<file path="src/rtl/mips_rtype_issue.sv">
// Multi-cycle issue stage for MIPS R-type ALU instructions: decodes, reads a 32x32 register
// file, drives an external ALU and writes the result back. Includes a debug register port.
module mips_rtype_issue (
    input  logic        clk,
    input  logic        reset,
    input  logic        instr_valid,
    input  logic [31:0] instr,
    output logic        instr_ready,
    output logic [3:0]  alu_ctl,
    output logic [31:0] alu_a,
    output logic [31:0] alu_b,
    input  logic [31:0] alu_out,
    input  logic        alu_zero,
    output logic        done,
    output logic [31:0] result,
    output logic        zero,
    output logic        illegal,
    input  logic        dbg_we,
    input  logic [4:0]  dbg_addr,
    input  logic [31:0] dbg_wdata,
    output logic [31:0] dbg_data
);

    typedef enum logic [2:0] {StIdle, StDecode, StExec, StWb, StErr} state_e;

    state_e      state_q, state_d;
    logic [31:0] instr_q, instr_d;
    logic [3:0]  alu_ctl_q, alu_ctl_d;
    logic [31:0] alu_a_q, alu_a_d;
    logic [31:0] alu_b_q, alu_b_d;
    logic [31:0] hold_res_q, hold_res_d;
    logic        hold_zero_q, hold_zero_d;
    logic [31:0] result_q, result_d;
    logic        zero_q, zero_d;
    logic        done_q, done_d;
    logic        illegal_q, illegal_d;
    logic [31:0] rf_q [32];

    logic        rf_we;
    logic [4:0]  rf_waddr;
    logic [31:0] rf_wdata;

    logic [5:0]  op, funct;
    logic [4:0]  rs, rt, rd;
    logic [31:0] rs_val, rt_val;
    logic        dec_legal;
    logic [3:0]  dec_ctl;
    logic        unused_shamt;

    assign op     = instr_q[31:26];
    assign rs     = instr_q[25:21];
    assign rt     = instr_q[20:16];
    assign rd     = instr_q[15:11];
    assign funct  = instr_q[5:0];
    assign unused_shamt = ^instr_q[10:6];

    assign rs_val = (rs == 5'd0) ? 32'd0 : rf_q[rs];
    assign rt_val = (rt == 5'd0) ? 32'd0 : rf_q[rt];

    always_comb begin
        dec_legal = (op == 6'd0);
        dec_ctl   = 4'd0;
        case (funct)
            6'd32:   dec_ctl = 4'd2;
            6'd34:   dec_ctl = 4'd6;
            6'd36:   dec_ctl = 4'd0;
            6'd37:   dec_ctl = 4'd1;
            6'd39:   dec_ctl = 4'd12;
            6'd42:   dec_ctl = 4'd7;
            default: dec_legal = 1'b0;
        endcase
    end

    always_comb begin
        state_d     = state_q;
        instr_d     = instr_q;
        alu_ctl_d   = alu_ctl_q;
        alu_a_d     = alu_a_q;
        alu_b_d     = alu_b_q;
        hold_res_d  = hold_res_q;
        hold_zero_d = hold_zero_q;
        result_d    = result_q;
        zero_d      = zero_q;
        done_d      = 1'b0;
        illegal_d   = 1'b0;
        rf_we       = 1'b0;
        rf_waddr    = dbg_addr;
        rf_wdata    = dbg_wdata;
        unique case (state_q)
            StIdle: begin
                // Debug writes land at the same edge an instruction is accepted.
                rf_we = dbg_we && (dbg_addr != 5'd0);
                if (instr_valid) begin
                    instr_d = instr;
                    state_d = StDecode;
                end
            end
            StDecode: begin
                if (dec_legal) begin
                    alu_ctl_d = dec_ctl;
                    alu_a_d   = rs_val;
                    alu_b_d   = rt_val;
                    state_d   = StExec;
                end else begin
                    state_d   = StErr;
                end
            end
            StExec: begin
                hold_res_d  = alu_out;
                hold_zero_d = alu_zero;
                state_d     = StWb;
            end
            StWb: begin
                rf_we    = (rd != 5'd0);
                rf_waddr = rd;
                rf_wdata = hold_res_q;
                result_d = hold_res_q;
                zero_d   = hold_zero_q;
                done_d   = 1'b1;
                state_d  = StIdle;
            end
            StErr: begin
                illegal_d = 1'b1;
                state_d   = StIdle;
            end
            default: state_d = StIdle;
        endcase
    end

    always_ff @(posedge clk) begin
        if (reset) begin
            state_q     <= StIdle;
            instr_q     <= 32'd0;
            alu_ctl_q   <= 4'd0;
            alu_a_q     <= 32'd0;
            alu_b_q     <= 32'd0;
            hold_res_q  <= 32'd0;
            hold_zero_q <= 1'b0;
            result_q    <= 32'd0;
            zero_q      <= 1'b0;
            done_q      <= 1'b0;
            illegal_q   <= 1'b0;
            for (int i = 0; i < 32; i++) rf_q[i] <= 32'd0;
        end else begin
            state_q     <= state_d;
            instr_q     <= instr_d;
            alu_ctl_q   <= alu_ctl_d;
            alu_a_q     <= alu_a_d;
            alu_b_q     <= alu_b_d;
            hold_res_q  <= hold_res_d;
            hold_zero_q <= hold_zero_d;
            result_q    <= result_d;
            zero_q      <= zero_d;
            done_q      <= done_d;
            illegal_q   <= illegal_d;
            if (rf_we) rf_q[rf_waddr] <= rf_wdata;
        end
    end

    assign instr_ready = (state_q == StIdle);
    assign alu_ctl     = alu_ctl_q;
    assign alu_a       = alu_a_q;
    assign alu_b       = alu_b_q;
    assign result      = result_q;
    assign zero        = zero_q;
    assign done        = done_q;
    assign illegal     = illegal_q;
    assign dbg_data    = (dbg_addr == 5'd0) ? 32'd0 : rf_q[dbg_addr];

endmodule

</file>
<file path="config.mk">
export PLATFORM = sky130hd
export DESIGN_NAME = mips_rtype_issue
export DESIGN_NICKNAME = d
export VERILOG_FILES = /design/src/rtl/mips_rtype_issue.sv
export SDC_FILE = /design/constraint.sdc
export NUM_CORES = 2
export LEC_CHECK = 0
export CORE_MARGIN = 1.5
export CORE_UTILIZATION = 45
export CTS_CLUSTER_DIAMETER = 120
export DETAILED_ROUTE_END_ITERATION = 10
export MAX_ROUTING_LAYER = met4
export SLEW_MARGIN = 10
export SYNTH_ARGS = -nofsm -noshare
export SYNTH_HDL_FRONTEND = slang
export SYNTH_SLANG_ARGS = --single-unit
</file>
<file path="constraint.sdc">
create_clock -name clk -period 4.4 [get_ports clk]
set_input_delay 0.44 -clock clk [delete_from_list [all_inputs] [get_ports clk]]
set_output_delay 0.44 -clock clk [all_outputs]
set_load 0.1 [all_outputs]
</file>
; Yosys cells after proc, flatten, opt, wreduce, memory -nomap -nowiden
; Memory sizes are Yosys's and may differ from the RTL's. A register that Yosys moved wholly into a read port is not among the register bits.
; Index checks and enable logic that the tools add are counted.
[totals]
register_bits = 171
ram_bits = 1024
input_bits = 106
output_inout_bits = 136
wordCells = 60
mem_count = 1
[memory_table]
columns = name, words, word_bits, read_ports, rd_clocked_by_memory_dff, write_ports, line
row1 = rf_q, 32, 32, 3, 2, 32, 37  ; logic [31:0] rf_q [32];
[op_classes]
n_eq_ne = 11
muxes = 25
n_reduce_logical = 12
[ops]
columns = operator, count
row1 = $mux 32, 5
row2 = $eq 6x6->1 const B, 6
row3 = $reduce_or 32->1, 1
row4 = $mux 5, 6
row5 = $pmux 4 s5, 1
row6 = $logic_not 5->1, 3
row7 = $reduce_bool 5->1, 2
row8 = $mux 1, 9
row9 = $pmux 3 s3, 1
row10 = $eq 3x2->1 const B, 2
row11 = $logic_not 6->1, 1
row12 = $mux 3, 2
row13 = $reduce_or 6->1, 1
row14 = $reduce_and 2->1, 2
row15 = $eq 3x1->1 const B, 1
row16 = $eq 3x3->1 const B, 1
row17 = $logic_not 3->1, 1
row18 = $ne 2x2->1 const B, 1
row19 = $pmux 1 s2, 1
row20 = $logic_and 1x1->1, 1

; Longest topological paths before layout
[logic_depth]
word_depth = 8
ltp_mapped = 9

; Worst setup path after synthesis
; OpenSTA, ideal clock, no wires.
[synth_path]
kind = input-to-output
startpoint = in dbg_addr[2]
endpoint = out dbg_data[13]
arrival_time_ns = 3.854
required_ns = 3.960
slack_ns = 0.106
stages = 6
n_path_buf = 3
path_cell_list = clkbuf_1 > buf_2 > buf_1 > mux4_2 > inv_1 > o21ai_0
[synth_via]
elab_chain_cells = 2
elab_cells_between_ends = 3
cone_classes = 1 x mux / 1 x reduce/logical / 1 x memory
[synth_lines]
columns = element, line
row1 = from (decl), 19  ; input logic [4:0] dbg_addr,
row2 = $mem_v2 32x32 or $logic_not 5->1 (tied branches), n/a
row3 = $mux 32 (*), 168  ; assign dbg_data = (dbg_addr == 5'd0) ? 32'd0 : rf_q[dbg_addr];
row4 = to (decl), 21  ; output logic [31:0] dbg_data
; Mark *: on every way between the ends. The rest lies on a longest branch, timed or not.

==> results.json <==
{
  "p_clk_share_pct": 39.2,
  "area_delta_synth_final_pct": 15.41,
  "period_share_pct": 84.96,
  "arrival_ps": 4240,
  "cap_violations": 0,
  "routed_wl_mm": 258.2,
  "yosys_warnings": 0,
  "place_ws_ps": 816.6,
  "synth.avg_cell_area_um2": 14.02,
  "ios": 242,
  "status": "finished, final reports clean",
  "dr.pass1.iters": 7,
  "cp-start-kind": "flop",
  "post-route-min-period_ps": 3738,
  "leakage_nw": 25.82,
  "synth_area_um2": 66130,
  "h-tree-depth": 4,
  "cp-end-kind": "flop",
  "peakVddDrop_mv": 0.3371,
  "criticalPathCategory": "reg -> reg",
  "power_mw": 28.94,
  "regToRegSetupSlack_ps": 660,
  "coreArea_um2": 145700,
  "rsz0062_at_grt": "no",
  "drt_iter0_markers": 7107,
  "swShare_pct": 27.36,
  "register_area_um2": 34300,
  "track_usage_pct": 35.80,
  "syn-instance-count": 4717,
  "cts_made_buffers": 139,
  "grt_pass1_vias": 46680,
  "fillers": 12090,
  "synthFlopType": "edfxtp_1",
  "grt_max_degree": 80,
  "synth_edf_count": 1024,
  "pwr_density_cell_nw_per_um2": 379.2,
  "cts_sinks": 1200,
  "synth-seq-cells": 1200,
  "finalInstanceArea_um2": 76320,
  "postPlaceCellArea_um2": 71920,
  "ant_nets": 0,
  "async_reset_ff_share_pct": 0,
  "routedWlPerCell_um": 37.49,
  "p_int_mw": 21.02,
  "clk_latency_ps": 810,
  "p_comb_share_pct": 15.4,
  "max_freq_ghz": 0.2675,
  "drc": 0,
  "dr_total_vias": 48000,
  "routed_via_density": 6.968,
  "num_rows": 140,
  "die-area_um2": 149300,
  "hold_viol": 0,
  "switching_power_mw": 7.918,
  "die_y_um": 386.3,
  "clock_path_buffers": 3,
  "die_w_um": 386.3,
  "path_max_fanout": 32,
  "fin_setup_tns_ps": 0,
  "drive_gt1_share_pct": 29.22,
  "hp-class": "in -> reg",
  "globalplace.congestion": 0.8831,
  "relSlewSlack_pct": 15.11,
  "finish.net_count": 4951,
  "grt-ovfl-total": 0,
  "fin_worst_skew_ps": 28.31,
  "cp_data_required_time_ps": 4900,
  "ys_types": 47,
  "start_util_pct": 45.37,
  "slew_viol_final": 0,
  "multiInputGateArea_um2": 30170,
  "grt_first_pass_wirelength_mm": 356.4,
  "clkTransAtPathRegs_ps": 60,
  "worst_pin_slew_ps": 1260,
  "synth_seq_area_share_pct": 51.83,
  "antenna_found_initial": 11,
  "io_buffers": 236,
  "pwr-share-seq_pct": 45.3,
  "dp_hpwl_mm": 152.1,
  "cts_setup_buffers": 0,
  "cts_tree": "done",
  "finalWorstSetupSlack_ps": 661.8,
  "cts_root_buf": "clkbuf_16",
  "finalSetupViolCount": 0
}
synthesized netlist by cell type (all sizes together) (2+ instances only):
library cell,instances,area [um^2]
mux4,832,18740
nand3b,3,22.52
inv,36,135.1
edfxtp,1024,30750
nand2,258,968.4
o21ai,35,175.2
buf,130,601.8
a31oi,3,18.77
a211o,63,551.8
nor4b,3,26.28
a21o,30,225.2
a21boi,32,240.2
mux2i,144,1441
nand3,4,25.02
o2111ai,2,17.52
clkbuf,380,1426
or2,4,25.02
mux2,34,382.9
dfxtp,176,3523
and2,65,406.6
nor3,36,195.2
a21oi,128,640.6
a211oi,36,290.3
nor4,33,212.7
nor2,1044,3919
or4,6,45.04
o22ai,93,581.8
nor2b,36,225.2
nand2b,36,225.2
worst max-delay path: stages, from the launching register on:
cell	delay (ps)
dfxtp_1	560
nand3b_1	500
mux2i_1	960
nor2_1	370
nand2_2	190
buf_4	690
nor2_1	130
kinds of logic after synthesis:
| group | after synthesis | synth area share [%] |
|---|---|---|
| AOI/OAI and AO/OA | 428 | 4.231 |
| buffers and inverters | 546 | 3.271 |
| DFF | 1200 | 51.83 |
| muxes | 1010 | 31.09 |
| other | 1 | 0.005671 |
| and+or+nand+nor | 1532 | 9.568 |
worst paths after layout:
path / startpoint / end / cells after the start
worst max-delay path: state_q[1] / rf_q[14][7] / 6
worst min-delay path: alu_out[11] / hold_res_q[11] / 3
worst max register to register: state_q[1] / rf_q[14][7] / 6
worst min register to register: hold_res_q[18] / hold_res_q[18] / 2
per-layer routing:
| layer | share of wire (%) | vias to the layer above | global-route usage (%) |
|---|---|---|---|
| li1 | - | 18560 | - |
| met1 | 35 | 24670 | 45.69 |
| met2 | 45 | 3919 | 52.57 |
| met3 | 14 | 853 | 10.15 |
| met4 | 5.8 | 0 | 17.77 |
| met5 | 0 | - | - |
through the flow:
stage,util (%),cells,hold WS [ps]
2_1_floorplan,-,4748,431.2
3_3_place_gp,49.35,6620,442.0
3_5_place_dp,49.35,6620,446.5
4_1_cts,52.35,6879,154.3
5_1_grt,52.36,6884,194.1
6_report,52.37,6888,183.6
sequential cells by signal, indices dropped and copies added (netlist names), 3 cells and up, named ones only:
name        cells
alu_a          32
hold_res_q     32
alu_b          32
instr_q        27
result         32
alu_ctl         4
state_q         3
rf_q         1024
cell usage in the layout (no fill, tap or decap), types with 4 or more instances in the layout:
cell type / count
a211o_1: 63
a211oi_1: 32
a211oi_2: 4
a21boi_2: 32
a21o_1: 30
a21oi_1: 128
and2_0: 59
and2_1: 6
buf_12: 72
buf_4: 190
bufinv_16: 6
clkbuf_1: 48
clkbuf_16: 141
clkbuf_8: 8
clkdlybuf4s50_1: 198
clkinv_1: 20
clkinv_2: 15
clkinvlp_4: 5
conb_1: 32
dfxtp_1: 168
dfxtp_4: 7
diode_2: 9
edfxtp_1: 1024
inv_1: 35
inv_6: 8
mux2_2: 34
mux2i_1: 144
mux4_2: 832
nand2_1: 226
nand2_2: 31
nand2b_2: 32
nor2_1: 1043
nor2b_1: 36
nor3_1: 33
nor4_1: 32
o21ai_0: 34
o22ai_1: 93
or2_2: 4
or4_1: 6
repair_timing:
action	CTS	global route
endpoints found under the hold margin	2	0
hold buffers	1	0
resized for setup	0	0
final cells by class:
type                    count  area share (%)
inverters                  36          0.1771
well taps                1917           3.143
clock inverters            61          0.7246
flip-flops and latches   1200           44.94
diodes                      9         0.02951
multi-input cells        3002           39.54
clock buffers             197           5.004
repair buffers            466           6.443
power by group through the flow:
stage / Clock [mW] / Sequential, mW / Combinational (mW)
after floorplan: 0 / 13.1 / 2.85
after global placement: 0 / 13.3 / 4.36
after detailed placement: 0 / 13.3 / 4.38
after CTS: 11.4 / 13.1 / 4.39
after global routing: 11.9 / 13.2 / 4.58
final: 11.4 / 13.1 / 4.46
Note: power is estimated with default switching activity, not from simulation.
